File: src/rtl/mem_dump_reader.sv
// Debug memory dump: sweeps NUM_WORDS consecutive words of data memory and
// streams each word MSB-first as four bytes over a valid/ready byte link.
module mem_dump_reader #(
   parameter int                    DATA_WIDTH = 32,
   parameter int                    NUM_WORDS  = 32,
   parameter logic [DATA_WIDTH-1:0] BASE_ADDR  = '0,
   parameter logic [1:0]            SIZE_WORD  = 2'b11
) (
   input  logic                  i_clock,
   input  logic                  i_reset,
   input  logic                  i_start,
   input  logic [DATA_WIDTH-1:0] i_dataread,
   input  logic                  i_tx_ready,
   output logic [DATA_WIDTH-1:0] o_address,
   output logic                  o_memread,
   output logic [1:0]            o_sizemem,
   output logic                  o_signedmem,
   output logic [7:0]            o_tx_data,
   output logic                  o_tx_valid,
   output logic                  o_busy,
   output logic                  o_done
);

   localparam int                    IDX_W       = (NUM_WORDS > 1) ? $clog2(NUM_WORDS) : 1;
   localparam logic [IDX_W-1:0]      LAST_IDX    = IDX_W'(NUM_WORDS - 1);
   localparam logic [DATA_WIDTH-1:0] WORD_STRIDE = DATA_WIDTH'(4);

   typedef enum logic [1:0] {
      ST_IDLE,
      ST_ADDR,
      ST_SEND,
      ST_DONE
   } state_t;

   state_t                  state;
   logic [IDX_W-1:0]        word_idx;
   logic [1:0]              byte_cnt;
   logic [DATA_WIDTH-1:0]   shift_reg;

   assign o_sizemem   = SIZE_WORD;
   assign o_signedmem = 1'b0;
   // The outgoing byte is always the top of the shift register, so it is
   // held stable for free while the sink stalls.
   assign o_tx_data   = shift_reg[DATA_WIDTH-1 -: 8];

   // NOTE: every state bit and output flag is assigned with <= so all of them
   // update together at the edge; blocking assignments here would let later
   // statements see half-updated values and break the registered outputs.
   always_ff @(posedge i_clock or posedge i_reset) begin
      if (i_reset) begin
         state      <= ST_IDLE;
         word_idx   <= '0;
         byte_cnt   <= '0;
         // NOTE: the datapath register is reset as well so o_tx_data reads 0
         // out of reset instead of X.
         shift_reg  <= '0;
         o_address  <= BASE_ADDR;
         o_memread  <= 1'b0;
         o_tx_valid <= 1'b0;
         o_busy     <= 1'b0;
         o_done     <= 1'b0;
      end else begin
         o_done <= 1'b0;
         case (state)
            ST_IDLE: begin
               if (i_start) begin
                  state     <= ST_ADDR;
                  word_idx  <= '0;
                  o_address <= BASE_ADDR;
                  o_memread <= 1'b1;
                  o_busy    <= 1'b1;
               end
            end

            ST_ADDR: begin
               shift_reg  <= i_dataread;
               byte_cnt   <= '0;
               o_memread  <= 1'b0;
               o_tx_valid <= 1'b1;
               state      <= ST_SEND;
            end

            ST_SEND: begin
               if (o_tx_valid && i_tx_ready) begin
                  shift_reg <= shift_reg << 8;
                  byte_cnt  <= byte_cnt + 2'd1;
                  if (byte_cnt == 2'd3) begin
                     o_tx_valid <= 1'b0;
                     if (word_idx == LAST_IDX) begin
                        state  <= ST_DONE;
                        o_busy <= 1'b0;
                        o_done <= 1'b1;
                     end else begin
                        // Address tracks BASE_ADDR + 4*index, wrapping modulo 2^DATA_WIDTH.
                        word_idx  <= word_idx + IDX_W'(1);
                        o_address <= o_address + WORD_STRIDE;
                        o_memread <= 1'b1;
                        state     <= ST_ADDR;
                     end
                  end
               end
            end

            ST_DONE: begin
               o_address <= BASE_ADDR;
               state     <= ST_IDLE;
            end

            default: state <= ST_IDLE;
         endcase
      end
   end

endmodule

File: config.mk
export PLATFORM = sky130hd
export DESIGN_NAME = mem_dump_reader
export DESIGN_NICKNAME = d
export VERILOG_FILES = /design/src/rtl/mem_dump_reader.sv
export SDC_FILE = /design/constraint.sdc
export NUM_CORES = 1
export LEC_CHECK = 0
export BUFFER_PORTS_ARGS = -buffer_cell sky130_fd_sc_hd__buf_2
export CAP_MARGIN = 5
export CORE_MARGIN = 5
export CORE_UTILIZATION = 30
export CTS_CLUSTER_DIAMETER = 30
export DETAILED_ROUTE_END_ITERATION = 12
export GPL_TIMING_DRIVEN = 0
export PLACE_DENSITY = 0.61
export SLEW_MARGIN = 20
export SYNTH_ARGS = -nofsm -noshare
export SYNTH_HDL_FRONTEND = slang
export SYNTH_SLANG_ARGS = --single-unit
File: constraint.sdc
create_clock -name i_clock -period 2.2 [get_ports i_clock]
set_input_delay 0.44 -clock i_clock [delete_from_list [all_inputs] [get_ports i_clock]]
set_output_delay 0.44 -clock i_clock [all_outputs]
set_load 0.1 [all_outputs]
==> metrics.yaml, run 1 <==
status: "finished with violations"
violations: "setup timing"
numCtsBuffers: 9
netlist.area_leader.share_pct: 49.4
rsz0062_at_grt: "yes"
yosysTopAreaCell: "dfrtp_1"
min_period_ns: 2.24
avgSynthCellArea_um2: 9.75
num_antenna_cells: 0
drive_gt1_share_pct: 37.1
finalCritPeriodShare_pct: 102
clock_latency_ns: 0.34
gp_congestion: 0.797
yosys-top-cells-area: "dfrtp_1, mux2i_1, o21ai_0, nand2_1, nor2_1"
ys.flop_type: "dfrtp_1"
whs_ns: 0.145
crit_fanout: 5
cts_sinks: 75
netlist_instances: 390
rows: 41
hp-class: "in -> async"
initial_core_util_pct: 30.4
critPathCapture: "o_address[30]"
nFillCells: 1243
synthArstFlopShare_pct: 100
worstReg2RegEnd: "o_address[30]"
r2r_cells: 9
max_freq_mhz: 447
clk_pin_slew_ns: 0.06
grt_max_degree: 33
ys_seq_elements: 75
multi_input_area_um2: 1900
ir_worst_vdd_mv: 0.548
post-dp-hpwl_mm: 6.90
grt_overflow: 0
cts-root-buf: "clkbuf_16"
fp.dieH_um: 123
p_leak_uw: 0.00248
largest_reg_flops: 32
synth.most_common_cell: "dfrtp_1"
nets: 533
ios: 83
syn-cell-area_um2: 3800
critPathLaunch: "word_idx[0]"
cp-start-kind: "flip-flop"
routed_wl_mm: 9.76
setup_violations: 1
ys_warn_count: 0
cts_max_level: 3
io_buffers: 77
synth-edff-count: 0
p_per_area_nw_per_um2: 1230
place_ws_ns: -0.417
fin_cells: 670
via_per_inst: 4.79
synth_cell_types: 49
worst_pin_slew_ns: 0.549
timing.max_cap.violations: 0
wl_per_cell_um: 14.6
slew_headroom_pct: 63.1
vias: 3209
regArea_um2: 1910
grt_pass1_wl_mm: 16.0
slew_violations: 0
dp_cells: 644
crit_type: "reg -> reg"
route.detailed.drc: 0
ff2ff_setup_slack_ns: -0.04
synth.top_cells.by_count: "dfrtp_1, o21ai_0, nand2_1"
yosysSeqAreaShare_pct: 49.4
holdBufCountCts: 0
fp.dieW_um: 123
grt_usage_pct: 13.6
drt-initial-drc-count: 184
core-area_um2: 12500
critPathArrivalTime_ns: 2.50
grt_pass1_vias: 3166
finalHoldViolCount: 0
postLayoutSetupSlackWorst_ns: -0.0363
end_kind: "flip-flop"
ctsLongestPathBuffers: 2
die_area_um2: 15000
ant_nets: 0
power_uw: 6350
antenna_found_initial: 0
synthToLayoutAreaGrowth_pct: 35.6
cts_tree: "yes"
cp.required_ns: 2.46
drt_pre_antenna_iters: 4
r2r_start: "word_idx[0]"
finClkSkew_ns: 0.00668
## how the worst min path moves through the flow
stage                     to  slack [ns]          start  cells past startpoint
2_1_floorplan  shift_reg[10]        0.45  shift_reg[10]                      2
3_3_place_gp   shift_reg[24]        0.47  shift_reg[24]                      2
3_5_place_dp   shift_reg[22]        0.47  shift_reg[22]                      2
4_1_cts        o_address[30]        0.15        i_reset                      2
5_1_grt        o_address[28]        0.18        i_reset                      2
6_report       o_address[15]        0.14        i_reset                      2
## cell usage in the layout (no fill, tap or decap), types with 3 or more instances in the layout
cell	count
a21oi_1	7
a22o_1	8
a31oi_1	4
buf_2	81
buf_4	22
bufinv_16	3
clkbuf_1	3
clkbuf_16	10
clkbuf_2	8
conb_1	5
dfrtp_1	53
dfrtp_2	21
inv_1	4
mux2i_1	25
nand2_1	49
nand2b_1	3
nand3_1	13
nand4_1	11
nor2_1	32
nor2b_1	4
nor3_1	3
nor4_4	8
o21ai_0	43
o21ai_1	6
xnor2_1	10
xor2_1	6
## critical path: stages (launching register included)
cell and delay (ns):
dfrtp_1 0.41, ha_4 0.18, and3_4 0.18, ha_4 0.16
and4b_2 0.33, o22a_1 0.16, buf_6 0.12, nand2_2 0.07
or4_1 0.41, a21oi_1 0.13
## power by group
part	internal [µW]	total [µW]	switching (µW)
registers	1710	1920	201
logic	900	2690	1790
clock network	1140	1740	603
## what timing repair did
item,CTS,global route
endpoints found under the setup margin,56,54
buffers inserted,4,6
resized for setup,15,40
pin swaps,4,14
cloned,0,1
## per-stage QoR
step / setup TNS, ns / cell area (µm²) / util, %
after global placement: -8.55 / 4460 / 35.6
final: -0.0363 / 5160 / 41.2
after global routing: -0.518 / 5160 / 41.2
after floorplan: -0.197 / 3860 / -
after detailed placement: -8.22 / 4510 / 36.0
after CTS: -0.0747 / 4950 / 39.5
## area by class of cell
| cell class | instances | share of cell area [%] |
|---|---|---|
| Multi-Input combinational cell | 278 | 36.8 |
| Sequential cell | 75 | 37.0 |
| Clock inverter | 6 | 2.16 |
| Timing Repair Buffer | 90 | 10.6 |
| Clock buffer | 10 | 4.63 |
| Buffer | 34 | 4.30 |
| Tap cell | 172 | 4.17 |
| Inverter | 5 | 0.437 |
## layer usage
layer / GRT usage (%) / part of all wire, % / wire, µm / vias up
met5: 0 / 0 / 0 / -
met4: 5.32 / 1.9 / 185 / 0
met3: 3.50 / 6.2 / 604 / 16
met2: 20.9 / 47 / 4620 / 76
met1: 18.3 / 45 / 4340 / 1537
li1: - / - / - / 1580
## cell families after synthesis
logic type	Yosys count	synth area share, %
simple gates	146	20.7
compound gates	82	12.6
flops	75	49.4
buf+inv	40	5.50
mux	25	6.58
xor+xnor	16	3.69
fa+ha+maj	4	1.32
other cells	2	0.198
Note: power is estimated with default switching activity, not from simulation.
==> run 2: changes to the inputs <==
- CORE_ASPECT_RATIO: unset -> 0.75
- GPL_ROUTABILITY_DRIVEN: unset -> 1
==> metrics.yaml, run 2 (synthesis results as in run 1) <==
status: "finished with violations"
violations: "setup timing"
via_per_inst: 4.88  # +2.0%
crit_slowest_cell: "dfrtp_1"
power.switching_uw: 2660  # +2.4%
cts_sinks: 75  # unchanged
worst_pin_slew_ns: 0.556  # +0.00618 ns
core-area_um2: 12300  # -1.3%
io_buffers: 77  # unchanged
power_uw: 6230  # -1.9%
numCtsBuffers: 9  # unchanged
setup_violations: 4  # +3
min_period_ns: 2.23  # -0.00761 ns
critical-path-top-delay-family: "simple AND/OR/NAND/NOR gates"
p_per_area_nw_per_um2: 1210  # -1.8%
r2r_start: "word_idx[0]"
grt_max_degree: 33  # unchanged
ctsLongestPathBuffers: 2  # unchanged
timing.max_cap.violations: 0  # unchanged
worstReg2RegEnd: "o_address[19]"
ir_worst_vdd_mv: 0.507  # -7.4%
finalHoldViolCount: 0  # unchanged
slew_violations: 0  # unchanged
initial_core_util_pct: 30.8  # +0.41 points
grt_usage_pct: 13.9  # +0.33 points
largest_reg_flops: 32  # unchanged
p_comb_share_pct: 46.9  # +4.5 points
hp-class: "in -> async"
fp.dieW_um: 140  # +14%
drt_pre_antenna_iters: 4  # unchanged
drive_gt1_share_pct: 38.0  # +0.82 points
cts_max_level: 3  # unchanged
postLayoutSetupSlackWorst_ns: -0.0287  # +0.00761 ns
nFillCells: 1235  # -0.64%
grt_pass1_wl_mm: 16.9  # +5.9%
fp.dieH_um: 108  # -12%
cp.required_ns: 2.41  # -0.05 ns
regArea_um2: 1910  # unchanged
p_seq_share_pct: 30.7  # +0.5 points
clock_latency_ns: 0.34  # about the same
finalCritPeriodShare_pct: 101  # -0.35 points
rows: 35  # -15%
holdBufCountCts: 0  # unchanged
mostFrequentLayoutCells: "buf_2, dfrtp_1, nand2_1"
critPathArrivalTime_ns: 2.44  # -0.06 ns
multi_input_area_um2: 1880  # -0.66%
vias: 3268  # +1.8%
post-route-util_pct: 41.7  # +0.50 points
synthToLayoutAreaGrowth_pct: 35.4
routed_wl_mm: 10.3  # +5.8%
max_freq_mhz: 449  # +0.34%
cts-root-buf: "clkbuf_16"
path_buf_inv: 3  # +2
place_ws_ns: -0.427  # -0.0105 ns
rsz0062_at_grt: "yes"
route.detailed.drc: 0  # unchanged
antenna_found_initial: 0  # unchanged
finClkSkew_ns: 0.00899  # +0.00231 ns
dp_cells: 638  # -0.93%
whs_ns: 0.0978  # -0.0471 ns
ant_nets: 0  # unchanged
cp_cell_sequence: "ha_2 > and3_4 > ha_4 > and4b_1 > buf_6 > o22ai_4 > buf_8 > buf_12 > nor4_4 > xnor2_1 > nor2_1"
num_antenna_cells: 0  # unchanged
crit_fanout: 6  # +1
p_leak_uw: 0.00247  # -0.27%
grt_overflow: 0  # unchanged
die_area_um2: 15100  # +0.16%
cts_tree: "yes"
post-dp-hpwl_mm: 7.33  # +6.3%
nets: 538  # +0.94%
wl_per_cell_um: 15.4  # +5.9%
ff2ff_setup_slack_ns: -0.03  # about the same
layout_commonest_cell: "buf_2"
drt-initial-drc-count: 144  # -22%
clkPwrFrac_pct: 22.4  # -5.1 points
grt_pass1_vias: 3318  # +4.8%
max_stage_delay_ns: 0.40  # about the same
clk_pin_slew_ns: 0.06  # about the same
slew_headroom_pct: 62.7  # -0.42 points
ios: 83  # unchanged
gp_congestion: 0.821  # +3.0%
intPower_uw: 3570  # -5.0%
swShare_pct: 42.7  # +1.8 points
r2r_cells: 11  # +2
crit_type: "reg -> reg"
fin_cells: 669  # -0.15%
cp-start-kind: "flip-flop"
end_kind: "flip-flop"
## run 2: how the worst max path moves through the flow
stage	startpoint	endpoint	slack, ns	cells past startpoint
3_3_place_gp	word_idx[0]	o_address[11]	-0.59	7
6_report	word_idx[0]	o_address[19]	-0.03	11
3_5_place_dp	word_idx[0]	o_address[30]	-0.43	9
5_1_grt	word_idx[0]	o_address[19]	-0.12	11
2_1_floorplan	o_address[3]	o_address[30]	-0.20	6
4_1_cts	word_idx[0]	o_address[30]	-0.08	9
## run 2: layout make-up
type | count | share of cell area [%]
flip-flops and latches | 75 | 37.0
multi-input cells | 278 | 36.6
repair buffers | 95 | 11.8
clock buffers | 12 | 4.98
plain buffers | 34 | 4.64
well taps | 166 | 4.03
clock inverters | 4 | 0.486
inverters | 5 | 0.437
## run 2: layer usage
metal  share of wire, %  up-vias  track usage (%)
met2                 45       68             21.2
met5                  0        -                0
met1                 48     1602             19.0
met4                1.7        0             4.56
li1                   -     1581                -
met3                4.8       17             4.09
## run 2: timing repair
action / CTS / global route
pin swaps: 12 / 22
endpoints found under the setup margin: 56 / 56
setup buffers: 6 / 7
cloned: 1 / 2
resized for setup: 29 / 34
## run 2: worst reg2reg max path, cell delays in order, from the launching register on
cell and delay (ns):
dfrtp_1 0.40, ha_2 0.20, and3_4 0.18, ha_4 0.16
and4b_1 0.30, buf_6 0.12, o22ai_4 0.10, buf_8 0.18
buf_12 0.13, nor4_4 0.13, xnor2_1 0.14, nor2_1 0.05
## run 2: stage by stage
| stage | setup TNS [ns] | area, µm² |
|---|---|---|
| after floorplan | -0.197 | 3860 |
| after global placement | -8.19 | 4450 |
| after detailed placement | -8.41 | 4500 |
| after CTS | -0.124 | 4990 |
| after global routing | -0.755 | 5150 |
| final | -0.0736 | 5150 |
## run 2: power groups by stage
stage / logic, µW / registers (µW) / clock network, µW
2_1_floorplan: 1790 / 2030 / 0
3_3_place_gp: 2370 / 1920 / 0
3_5_place_dp: 2430 / 1940 / 0
4_1_cts: 2740 / 1920 / 1420
5_1_grt: 3150 / 1960 / 1490
6_report: 2920 / 1910 / 1390
==> run 3: changes to the inputs <==
- CORE_UTILIZATION: 30 -> 40
- PLACE_DENSITY: 0.61 -> 0.74
==> metrics.yaml, run 3 (synthesis results as in run 1) <==
power_uw: 5920  # -5.0%
grt_max_degree: 34  # +3.0%
violations: "setup timing"
multi_input_area_um2: 1830  # -2.9%
mostFrequentLayoutCells: "buf_2, dfrtp_1, nand2_1"
cts_sinks: 75  # unchanged
ctsLongestPathBuffers: 2  # unchanged
post-route-util_pct: 53.6  # +12 points
min_period_ns: 2.22  # -0.00738 ns
cts-root-buf: "clkbuf_16"
grt_usage_pct: 17.0  # +3.1 points
cp-start-kind: "flip-flop"
nets: 529  # -1.7%
status: "finished with violations"
finClkSkew_ns: 0.00841  # -0.000578 ns
slew_violations: 0  # unchanged
routed_wl_mm: 9.52  # -7.8%
crit_type: "reg -> reg"
hp-class: "in -> async"
cts_tree: "yes"
via_per_inst: 5.14  # +5.1%
drt-initial-drc-count: 274  # +90%
critPathCapture: "o_address[30]"
drt_pre_antenna_iters: 4  # unchanged
vias: 3194  # -2.3%
critPathLaunch: "word_idx[0]"
r2r_start: "word_idx[0]"
timing.max_cap.violations: 0  # unchanged
die_area_um2: 11600  # -23%
worst_pin_slew_ns: 0.858  # +0.303 ns
crit_fanout: 4  # -2
cp.required_ns: 2.46  # +0.05 ns
post-dp-hpwl_mm: 6.81  # -7.1%
nFillCells: 858  # -31%
p_leak_uw: 0.00236  # -4.5%
numCtsBuffers: 9  # unchanged
r2r_cells: 9  # -2
regArea_um2: 1910  # unchanged
setup_tns_ns: -0.0213  # +0.0522 ns
slew_headroom_pct: 42.3  # -20 points
grt_pass1_vias: 3152  # -5.0%
gp_congestion: 0.810  # -1.3%
synthToLayoutAreaGrowth_pct: 29.1
postLayoutSetupSlackWorst_ns: -0.0213  # +0.00738 ns
fp.dieW_um: 123  # -12%
route.detailed.drc: 0  # unchanged
ios: 83  # unchanged
drive_gt1_share_pct: 35.8  # -2.1 points
core-area_um2: 9160  # -26%
worstReg2RegEnd: "o_address[30]"
place_ws_ns: -0.457  # -0.0299 ns
setup_violations: 1  # -3
initial_core_util_pct: 41.5  # +11 points
io_buffers: 77  # unchanged
critPathArrivalTime_ns: 2.48  # +0.04 ns
rows: 30  # -14%
ff2ff_setup_slack_ns: -0.02  # about the same
dp_cells: 600  # -6.0%
holdBufCountCts: 0  # unchanged
layout_commonest_cell: "buf_2"
fin_cells: 622  # -7.0%
end_kind: "flip-flop"
wl_per_cell_um: 15.3  # -0.82%
p_per_area_nw_per_um2: 1210  # -0.36%
finalCritPeriodShare_pct: 101  # -0.34 points
clk_pin_slew_ns: 0.06  # about the same
antenna_found_initial: 0  # unchanged
cts_max_level: 3  # unchanged
largest_reg_flops: 32  # unchanged
grt_overflow: 0  # unchanged
grt_pass1_wl_mm: 15.5  # -8.2%
finalHoldViolCount: 0  # unchanged
clock_latency_ns: 0.33  # about the same
ant_nets: 0  # unchanged
rsz0062_at_grt: "yes"
max_freq_mhz: 450  # +0.33%
fp.dieH_um: 94.4  # -12%
num_antenna_cells: 0  # unchanged
ir_worst_vdd_mv: 0.649  # +28%
run 3: changes by cell type in the layout (fill, tap and decap cells not counted), sizes merged:
cell,delta
bufinv,+1
clkbuf,-5
buf,-6
clkinvlp,+1
run 3: worst min path at each step:
stage,slack [ns],start,end,cells past startpoint
floorplan,0.45,shift_reg[10],shift_reg[10],2
global placement,0.46,shift_reg[22],shift_reg[22],2
detailed placement,0.47,shift_reg[9],shift_reg[9],2
CTS,0.21,i_reset,shift_reg[16],2
global route,0.25,i_reset,shift_reg[24],2
finish,0.20,i_reset,shift_reg[23],2
run 3: where the power goes:
part / switching (µW) / internal [µW]
sequential: 200 / 1710
clock: 586 / 878
combinational: 1750 / 788
run 3: per-layer routing:
metal | GRT usage (%) | vias up | part of all wire [%]
met5 | 0 | - | 0
li1 | - | 1564 | -
met3 | 4.73 | 9 | 6.1
met2 | 28.5 | 95 | 48
met1 | 22.2 | 1526 | 45
met4 | 3.73 | 0 | 0.87
run 3: critical path: stages (launching register included):
cell and delay, ns:
dfrtp_1 0.40, ha_2 0.19, and3_4 0.18, ha_4 0.16, and4b_2 0.32, o22a_1 0.15, buf_6 0.11, nand2_2 0.07
or4_4 0.43, a21oi_2 0.13
run 3: area by class of cell:
type	instances	share of cell area [%]
clock buffers	10	4.66
well taps	128	3.26
multi-input cells	278	37.2
flip-flops and latches	75	38.8
clock inverters	6	1.35
inverters	5	0.459
plain buffers	35	4.38
repair buffers	85	9.81
run 3: repair_timing:
action | in CTS | in global routing
pin swaps | 4 | 2
setup endpoints to repair | 50 | 52
gates resized for setup | 17 | 18
cloned | 0 | 1
hold endpoints to repair | 0 | 0
setup buffers | 5 | 0
run 3: stage by stage:
stage | area (µm²) | hold slack, ns
6_report | 4910 | 0.196
5_1_grt | 4910 | 0.250
4_1_cts | 4850 | 0.213
3_5_place_dp | 4460 | 0.470
3_3_place_gp | 4400 | 0.464
2_1_floorplan | 3860 | 0.449
